--- src/rtl/bus_slave_port_if.sv ---
// ---------------------------------------------------------------------------
// bus_slave_port_if
// Bundle of the serial slave bus signals shared between the bus master /
// fabric and one bus_slave_port instance.
//
//   B_UTIL    master -> slave  frame active (address, ack, data phases)
//   A_ADD     master -> slave  high during the 16 address cycles
//   B_RW      master -> slave  1 = write, 0 = read (valid on last address bit)
//   B_BUS_IN  master -> slave  serial address / write data, LSB first
//   B_BUS_OUT slave -> master  serial read data, LSB first (wired-OR safe)
//   B_ACK     slave -> master  acknowledge window
//   S_WR_EN   slave -> master  one-cycle pulse when a byte is committed
//   S_ADDR    slave -> master  memory index of the current/last accepted frame
//   S_WDATA   slave -> master  byte committed on S_WR_EN
//   S_BUSY    slave -> master  high from address match until frame end/abort
// ---------------------------------------------------------------------------
interface bus_slave_port_if #(
    parameter int MEM_ADDR_W = 8
);
    logic                  B_UTIL;
    logic                  A_ADD;
    logic                  B_RW;
    logic                  B_BUS_IN;
    logic                  B_BUS_OUT;
    logic                  B_ACK;
    logic                  S_WR_EN;
    logic [MEM_ADDR_W-1:0] S_ADDR;
    logic [7:0]            S_WDATA;
    logic                  S_BUSY;

    modport master (
        output B_UTIL, A_ADD, B_RW, B_BUS_IN,
        input  B_BUS_OUT, B_ACK, S_WR_EN, S_ADDR, S_WDATA, S_BUSY
    );

    modport slave (
        input  B_UTIL, A_ADD, B_RW, B_BUS_IN,
        output B_BUS_OUT, B_ACK, S_WR_EN, S_ADDR, S_WDATA, S_BUSY
    );
endinterface

--- src/rtl/bus_slave_port.sv ---
// ---------------------------------------------------------------------------
// bus_slave_port
// Responder end of the 1-bit serial bus. Decodes a 16-bit LSB-first address,
// acknowledges frames whose select field matches SLAVE_ID, and writes or
// returns one byte per frame from a local byte memory.
//
// Ports:
//   CLK  bus clock, all logic on the rising edge
//   RST  synchronous active-high reset (memory contents are kept)
//   bus  bus_slave_port_if.slave: B_UTIL/A_ADD/B_RW/B_BUS_IN in,
//        B_BUS_OUT/B_ACK/S_WR_EN/S_ADDR/S_WDATA/S_BUSY out (all registered)
//
// Address layout: bits [15:16-ID_W] select the slave, bits [MEM_ADDR_W-1:0]
// index the memory, bits in between are ignored. Requires ID_W >= 2,
// MEM_ADDR_W >= 2 and MEM_ADDR_W <= 16-ID_W.
// ---------------------------------------------------------------------------
module bus_slave_port #(
    parameter int              ID_W       = 4,
    parameter logic [ID_W-1:0] SLAVE_ID   = 4'h1,
    parameter int              MEM_ADDR_W = 8,
    parameter int              ACK_LEN    = 4
) (
    input logic             CLK,
    input logic             RST,
    bus_slave_port_if.slave bus
);
    localparam int CNT_W = (ACK_LEN > 16) ? $clog2(ACK_LEN) : 4;

    localparam logic [CNT_W-1:0] ADDR_LAST = CNT_W'(15);
    localparam logic [CNT_W-1:0] BIT_LAST  = CNT_W'(7);
    localparam logic [CNT_W-1:0] ACK_LAST  = CNT_W'(ACK_LEN - 1);
    localparam logic [CNT_W-1:0] IDX_END   = CNT_W'(MEM_ADDR_W);
    localparam logic [CNT_W-1:0] SEL_FIRST = CNT_W'(16 - ID_W);

    typedef enum logic [2:0] {IDLE, ADDR, ACK_A, WDATA, ACK_W, RDATA, SKIP} state_t;

    state_t                state_q;
    logic [CNT_W-1:0]      cnt_q;      // address bit / ack cycle / data bit
    logic [MEM_ADDR_W-1:0] idx_q;      // memory index bits, shifted in LSB first
    logic [ID_W-2:0]       sel_q;      // select bits except the final bit 15
    logic                  rw_q;
    logic                  a_add_q;    // previous A_ADD, for rising-edge detect in SKIP
    logic [7:0]            wbyte_q;
    logic [7:0]            wbyte_d;
    logic [7:0]            rbyte_q;
    logic                  bus_out_q;
    logic                  ack_q;
    logic                  wr_en_q;
    logic [MEM_ADDR_W-1:0] s_addr_q;
    logic [7:0]            wdata_q;
    logic                  busy_q;

    logic [7:0]            mem_q [2**MEM_ADDR_W];

    logic                  start;
    logic [ID_W-1:0]       sel_d;
    logic                  sel_match;
    logic                  mem_we;

    assign start     = bus.B_UTIL & bus.A_ADD;
    // Bit 15 arrives on the deciding cycle, so it is combined live with the
    // already captured select bits.
    assign sel_d     = {bus.B_BUS_IN, sel_q};
    assign sel_match = (sel_d == SLAVE_ID);
    assign mem_we    = (state_q == WDATA) && bus.B_UTIL && (cnt_q == BIT_LAST);

    always_comb begin
        wbyte_d                = wbyte_q;
        wbyte_d[cnt_q[2:0]]    = bus.B_BUS_IN;
    end

    always_ff @(posedge CLK) begin
        if (RST) begin
            state_q   <= IDLE;
            cnt_q     <= '0;
            idx_q     <= '0;
            sel_q     <= '0;
            rw_q      <= 1'b0;
            a_add_q   <= 1'b0;
            wbyte_q   <= '0;
            rbyte_q   <= '0;
            bus_out_q <= 1'b0;
            ack_q     <= 1'b0;
            wr_en_q   <= 1'b0;
            s_addr_q  <= '0;
            wdata_q   <= '0;
            busy_q    <= 1'b0;
        end else begin
            a_add_q   <= bus.A_ADD;
            wr_en_q   <= 1'b0;
            bus_out_q <= 1'b0;
            case (state_q)
                IDLE: begin
                    // cnt_q is always 0 here, so this captures address bit 0.
                    if (start) begin
                        idx_q   <= {bus.B_BUS_IN, idx_q[MEM_ADDR_W-1:1]};
                        cnt_q   <= CNT_W'(1);
                        state_q <= ADDR;
                    end
                end
                ADDR: begin
                    if (!start) begin
                        state_q <= IDLE;
                        cnt_q   <= '0;
                    end else begin
                        if (cnt_q < IDX_END)
                            idx_q <= {bus.B_BUS_IN, idx_q[MEM_ADDR_W-1:1]};
                        if (cnt_q >= SEL_FIRST && cnt_q != ADDR_LAST)
                            sel_q <= sel_d[ID_W-1:1];
                        if (cnt_q == ADDR_LAST) begin
                            rw_q  <= bus.B_RW;
                            cnt_q <= '0;
                            if (sel_match) begin
                                state_q  <= ACK_A;
                                ack_q    <= 1'b1;
                                busy_q   <= 1'b1;
                                s_addr_q <= idx_q;
                            end else begin
                                state_q <= SKIP;
                            end
                        end else begin
                            cnt_q <= cnt_q + 1'b1;
                        end
                    end
                end
                ACK_A: begin
                    if (!bus.B_UTIL) begin
                        state_q <= IDLE;
                        cnt_q   <= '0;
                        ack_q   <= 1'b0;
                        busy_q  <= 1'b0;
                    end else begin
                        // Prefetch so the first read bit is ready right after the window.
                        rbyte_q <= mem_q[s_addr_q];
                        if (cnt_q == ACK_LAST) begin
                            ack_q   <= 1'b0;
                            cnt_q   <= '0;
                            state_q <= rw_q ? WDATA : RDATA;
                        end else begin
                            cnt_q <= cnt_q + 1'b1;
                        end
                    end
                end
                WDATA: begin
                    if (!bus.B_UTIL) begin
                        state_q <= IDLE;
                        cnt_q   <= '0;
                        busy_q  <= 1'b0;
                    end else begin
                        wbyte_q <= wbyte_d;
                        if (cnt_q == BIT_LAST) begin
                            wr_en_q <= 1'b1;
                            wdata_q <= wbyte_d;
                            ack_q   <= 1'b1;
                            cnt_q   <= '0;
                            state_q <= ACK_W;
                        end else begin
                            cnt_q <= cnt_q + 1'b1;
                        end
                    end
                end
                ACK_W: begin
                    if (cnt_q == ACK_LAST) begin
                        ack_q   <= 1'b0;
                        busy_q  <= 1'b0;
                        cnt_q   <= '0;
                        state_q <= IDLE;
                    end else begin
                        cnt_q <= cnt_q + 1'b1;
                    end
                end
                RDATA: begin
                    // B_UTIL low is a hold: counter frozen, line left at 0.
                    if (bus.B_UTIL) begin
                        bus_out_q <= rbyte_q[cnt_q[2:0]];
                        if (cnt_q == BIT_LAST) begin
                            busy_q  <= 1'b0;
                            cnt_q   <= '0;
                            state_q <= IDLE;
                        end else begin
                            cnt_q <= cnt_q + 1'b1;
                        end
                    end
                end
                SKIP: begin
                    // A fresh address phase restarts capture as if from IDLE.
                    if (start && !a_add_q) begin
                        idx_q   <= {bus.B_BUS_IN, idx_q[MEM_ADDR_W-1:1]};
                        cnt_q   <= CNT_W'(1);
                        state_q <= ADDR;
                    end else if (!bus.B_UTIL) begin
                        state_q <= IDLE;
                    end
                end
                default: begin
                    state_q <= IDLE;
                    cnt_q   <= '0;
                end
            endcase
        end
    end

    // Memory is deliberately outside the reset domain.
    always_ff @(posedge CLK) begin
        if (!RST && mem_we)
            mem_q[s_addr_q] <= wbyte_d;
    end

    assign bus.B_BUS_OUT = bus_out_q;
    assign bus.B_ACK     = ack_q;
    assign bus.S_WR_EN   = wr_en_q;
    assign bus.S_ADDR    = s_addr_q;
    assign bus.S_WDATA   = wdata_q;
    assign bus.S_BUSY    = busy_q;
endmodule

--- src/flat_wrapper.sv ---
// flat-port wrapper written by rule: the top's interface ports become plain ports
module bus_slave_port_flat 
#(
    parameter int              ID_W       = 4,
    parameter logic [ID_W-1:0] SLAVE_ID   = 4'h1,
    parameter int              MEM_ADDR_W = 8,
    parameter int              ACK_LEN    = 4
)
  (CLK, RST, bus_B_UTIL, bus_A_ADD, bus_B_RW, bus_B_BUS_IN, bus_B_BUS_OUT, bus_B_ACK, bus_S_WR_EN, bus_S_ADDR, bus_S_WDATA, bus_S_BUSY);
  bus_slave_port_if #(.MEM_ADDR_W(MEM_ADDR_W)) bus_i ();
  input logic CLK;
  input logic RST;
  input wire logic [$bits(bus_i.B_UTIL)-1:0] bus_B_UTIL;
  input wire logic [$bits(bus_i.A_ADD)-1:0] bus_A_ADD;
  input wire logic [$bits(bus_i.B_RW)-1:0] bus_B_RW;
  input wire logic [$bits(bus_i.B_BUS_IN)-1:0] bus_B_BUS_IN;
  output wire logic [$bits(bus_i.B_BUS_OUT)-1:0] bus_B_BUS_OUT;
  output wire logic [$bits(bus_i.B_ACK)-1:0] bus_B_ACK;
  output wire logic [$bits(bus_i.S_WR_EN)-1:0] bus_S_WR_EN;
  output wire logic [$bits(bus_i.S_ADDR)-1:0] bus_S_ADDR;
  output wire logic [$bits(bus_i.S_WDATA)-1:0] bus_S_WDATA;
  output wire logic [$bits(bus_i.S_BUSY)-1:0] bus_S_BUSY;
  assign bus_i.B_UTIL = bus_B_UTIL;
  assign bus_i.A_ADD = bus_A_ADD;
  assign bus_i.B_RW = bus_B_RW;
  assign bus_i.B_BUS_IN = bus_B_BUS_IN;
  assign bus_B_BUS_OUT = bus_i.B_BUS_OUT;
  assign bus_B_ACK = bus_i.B_ACK;
  assign bus_S_WR_EN = bus_i.S_WR_EN;
  assign bus_S_ADDR = bus_i.S_ADDR;
  assign bus_S_WDATA = bus_i.S_WDATA;
  assign bus_S_BUSY = bus_i.S_BUSY;
  bus_slave_port #(.ID_W(ID_W), .SLAVE_ID(SLAVE_ID), .MEM_ADDR_W(MEM_ADDR_W), .ACK_LEN(ACK_LEN)) u_core (.CLK(CLK), .RST(RST), .bus(bus_i));
endmodule
--- config.mk ---
export PLATFORM = sky130hd
export DESIGN_NAME = bus_slave_port_flat
export DESIGN_NICKNAME = d
export VERILOG_FILES = /design/src/rtl/bus_slave_port_if.sv /design/src/rtl/bus_slave_port.sv /design/src/flat_wrapper.sv
export SDC_FILE = /design/constraint.sdc
export NUM_CORES = 2
export LEC_CHECK = 0
export CAP_MARGIN = 10
export CORE_MARGIN = 2
export CORE_UTILIZATION = 50
export DETAILED_ROUTE_END_ITERATION = 8
export HOLD_SLACK_MARGIN = 0.06
export PLACE_DENSITY = 0.67
export SLEW_MARGIN = 30
export SYNTH_ARGS = -nofsm -noshare
export SYNTH_HDL_FRONTEND = slang
export SYNTH_SLANG_ARGS = --single-unit
--- constraint.sdc ---
create_clock -name CLK -period 5.66 [get_ports CLK]
set_input_delay 1.698 -clock CLK [delete_from_list [all_inputs] [get_ports CLK]]
set_output_delay 1.698 -clock CLK [all_outputs]
set_load 0.01 [all_outputs]
==> flow_summary.json <==
{
  "status": "complete, no violations",
  "post-route-min-period_ns": 4.54,
  "grt_pass1_vias": 41700,
  "critPathLaunch": "u_core.bus.S_ADDR[0]",
  "setup_violations": 0,
  "initial_utilization_pct": 50.5,
  "gr-total-overflow": 0,
  "start_kind": "flip-flop",
  "slew_violations": 0,
  "ys_top_cells_by_count": "edfxtp_1 (2,048), mux4_2 (479), nor2_1 (344), nand2_1 (235), mux2i_1 (194)",
  "antenna_found_initial": 7,
  "async_reset_ff_share_pct": 0,
  "end_kind": "output port",
  "hp-start": "u_core.rw_q",
  "crit_fanout": 51,
  "synth-edff-count": 2048,
  "ir_drop_uv": 322,
  "max_stage_delay_ns": 0.95,
  "grt_first_pass_wirelength_um": 307000,
  "syn_area_per_cell_um2": 19.9,
  "insertion_delay_ns": 0.87,
  "period_share_pct": 80.2,
  "dr.pass1.iters": 5,
  "cp.required_ns": 3.96,
  "cts.htree.levels": 4,
  "cts_buffers": 203,
  "cts_buffer_depth": 3,
  "drc": 0,
  "syn_nets": 4144,
  "vias_per_cell": 6.42,
  "worstMarginPinSlew_ns": 1.06,
  "regToRegStartpoint": "u_core.cnt_q[0]",
  "die_w_um": 410,
  "drt-initial-drc-count": 5839,
  "synth_top_flop_cell": "edfxtp_1",
  "critPathSlowestCell": "dfxtp_4",
  "synth_cells": 4136,
  "fin_util_pct": 56.5,
  "ys_seq_area_share_pct": 76.0,
  "ant_nets": 0,
  "ys_types": 66,
  "cts_tree": "yes",
  "cts.sinks": 2104,
  "pin_count": 26,
  "drv_cap": 0,
  "min_path_type": "flip-flop to flip-flop",
  "globalplace.congestion": 0.875,
  "grt_max_degree": 136,
  "synth_top_area_share_pct": 74.6,
  "yosysWarnings": 0,
  "io_buffers": 25,
  "crit_chain": "buf_12 -> clkdlybuf4s50_1",
  "hold_viol_final": 0,
  "vias": 42400,
  "synth_area_mm2": 0.0824,
  "postCtsHoldBufs": 0,
  "syn_to_final_growth_pct": 11.8,
  "avgRoutedWirePerCell_um": 32.3,
  "clk_pin_slew_ns": 0.06,
  "grt_usage_pct": 25.5,
  "drt_wl_total_um": 214000,
  "p_total_mw": 31.9,
  "power.leakage_nw": 28.2,
  "power_density_mw_per_mm2": 346,
  "dp_hpwl_um": 129000,
  "cts_root_buffer": "clkbuf_16",
  "rows": 148,
  "drive_gt1_share_pct": 21.7,
  "max_freq_mhz": 220,
  "yosys.area.top_type": "edfxtp_1",
  "ctsResizeCount": 0,
  "dieArea_mm2": 0.168,
  "yosysMostFrequentCell": "edfxtp_1",
  "rsz0062_at_grt": "no",
  "cts_setup_buffers": 0,
  "die_y_um": 410,
  "ys_ff_latch": 2104,
  "core_area_mm2": 0.163,
  "skew_ns": 0.0475,
  "nets": 4273,
  "synthTopCellsByArea": "edfxtp_1 (75%), mux4_2 (13%), mux2i_1 (2.4%)",
  "final.setup.tns_ns": 0,
  "crit_arrival_ns": 2.84,
  "relSlewSlack_pct": 29.2,
  "timing_worst_setup_path_type": "flip-flop to output port"
}
==> layout by cell type (no fill, tap or decap), types with 7 or more instances in the layout <==
cell type and n:
a31oi_1 16, dfxtp_1 49, a32o_1 7, nor3_1 23
clkdlybuf4s50_1 24, buf_4 130, mux4_2 479, clkinv_2 29
and3_1 16, nand2b_1 10, clkinvlp_4 9, inv_1 8
nand4_1 19, bufinv_16 13, buf_12 28, clkbuf_1 52
a22o_1 9, nor2b_1 14, inv_8 8, o211ai_1 10
o22ai_1 21, a211oi_1 24, o21ai_0 24, clkbuf_16 207
mux2i_1 194, or3_1 7, edfxtp_1 2048, nor4_1 11
a22oi_1 39, clkinv_1 42, a32oi_1 44, a21oi_1 42
nand3_1 64, nor2_1 342, nand2_1 235
==> layout make-up <==
class	instances	area, um^2
fill	11900	71000
sequential	2104	62600
multi-input combinational	1751	18400
clock buffer	260	5390
tap	2175	2720
timing repair buffer	187	1850
clock inverter	109	982
inverter	18	135
antenna	3	7.51
==> worst paths after layout <==
path                                             end  slack, ns  cells after the start
worst max-delay path                   bus_S_ADDR[0]       1.12                      2
worst min-delay path                     u_core.rw_q       0.50                      2
worst max register to register  u_core.mem_q[161][5]       1.56                      8
worst min register to register           u_core.rw_q       0.50                      2
==> metal layers <==
metal	part of all wire, %	track usage [%]	up-vias
li1	-	-	17200
met1	40	36.8	22300
met2	46	38.7	2422
met3	10	5.87	382
met4	3.5	9.10	6
met5	0.016	0	-
==> critical path: cells and delay by family (launching register included) <==
family | cells | cell delay [ns]
flops | 1 | 0.95
buf+inv | 2 | 1.06
==> report_power, final <==
part | switching (mW) | internal [mW] | total (mW)
clock | 5.77 | 7.32 | 13.1
combinational | 0.932 | 0.220 | 1.15
sequential | 0.101 | 17.5 | 17.6
==> registers in the layout, summed over array words and instances (netlist names), 3 cells and up <==
signal,count
u_core.cnt_q,4
u_core.bus.S_WDATA,8
u_core.sel_q,3
u_core.mem_q,2048
u_core.idx_q,8
u_core.rbyte_q,8
u_core.bus.S_ADDR,8
u_core.state_q,3
u_core.wbyte_q,8
==> logic make-up (layout without fill, tap and decap cells) <==
family,Yosys count,after routing,synth area share (%)
AOI/OAI and AO/OA,293,293,2.61
xor gates and xnor gates,1,1,0.0106
adders and majority gates,2,2,0.0304
buffers and inverters,281,574,1.79
DFF,2104,2104,76.0
muxes,677,677,15.5
other,0,3,0
and+or+nand+nor,778,778,4.05
==> stage by stage <==
step / instance area, um^2 / setup slack, ns / hold WS, ns / std cells
after floorplan: 82400 / 0.0238 / 0.452 / 4136
after global placement: 85600 / 0.528 / 0.471 / 6231
after detailed placement: 85700 / 0.419 / 0.490 / 6233
after CTS: 92000 / 0.975 / 0.501 / 6602
after global routing: 92100 / 0.945 / 0.527 / 6605
final: 92100 / 1.12 / 0.497 / 6607
Power figures use the tool's default switching activity.
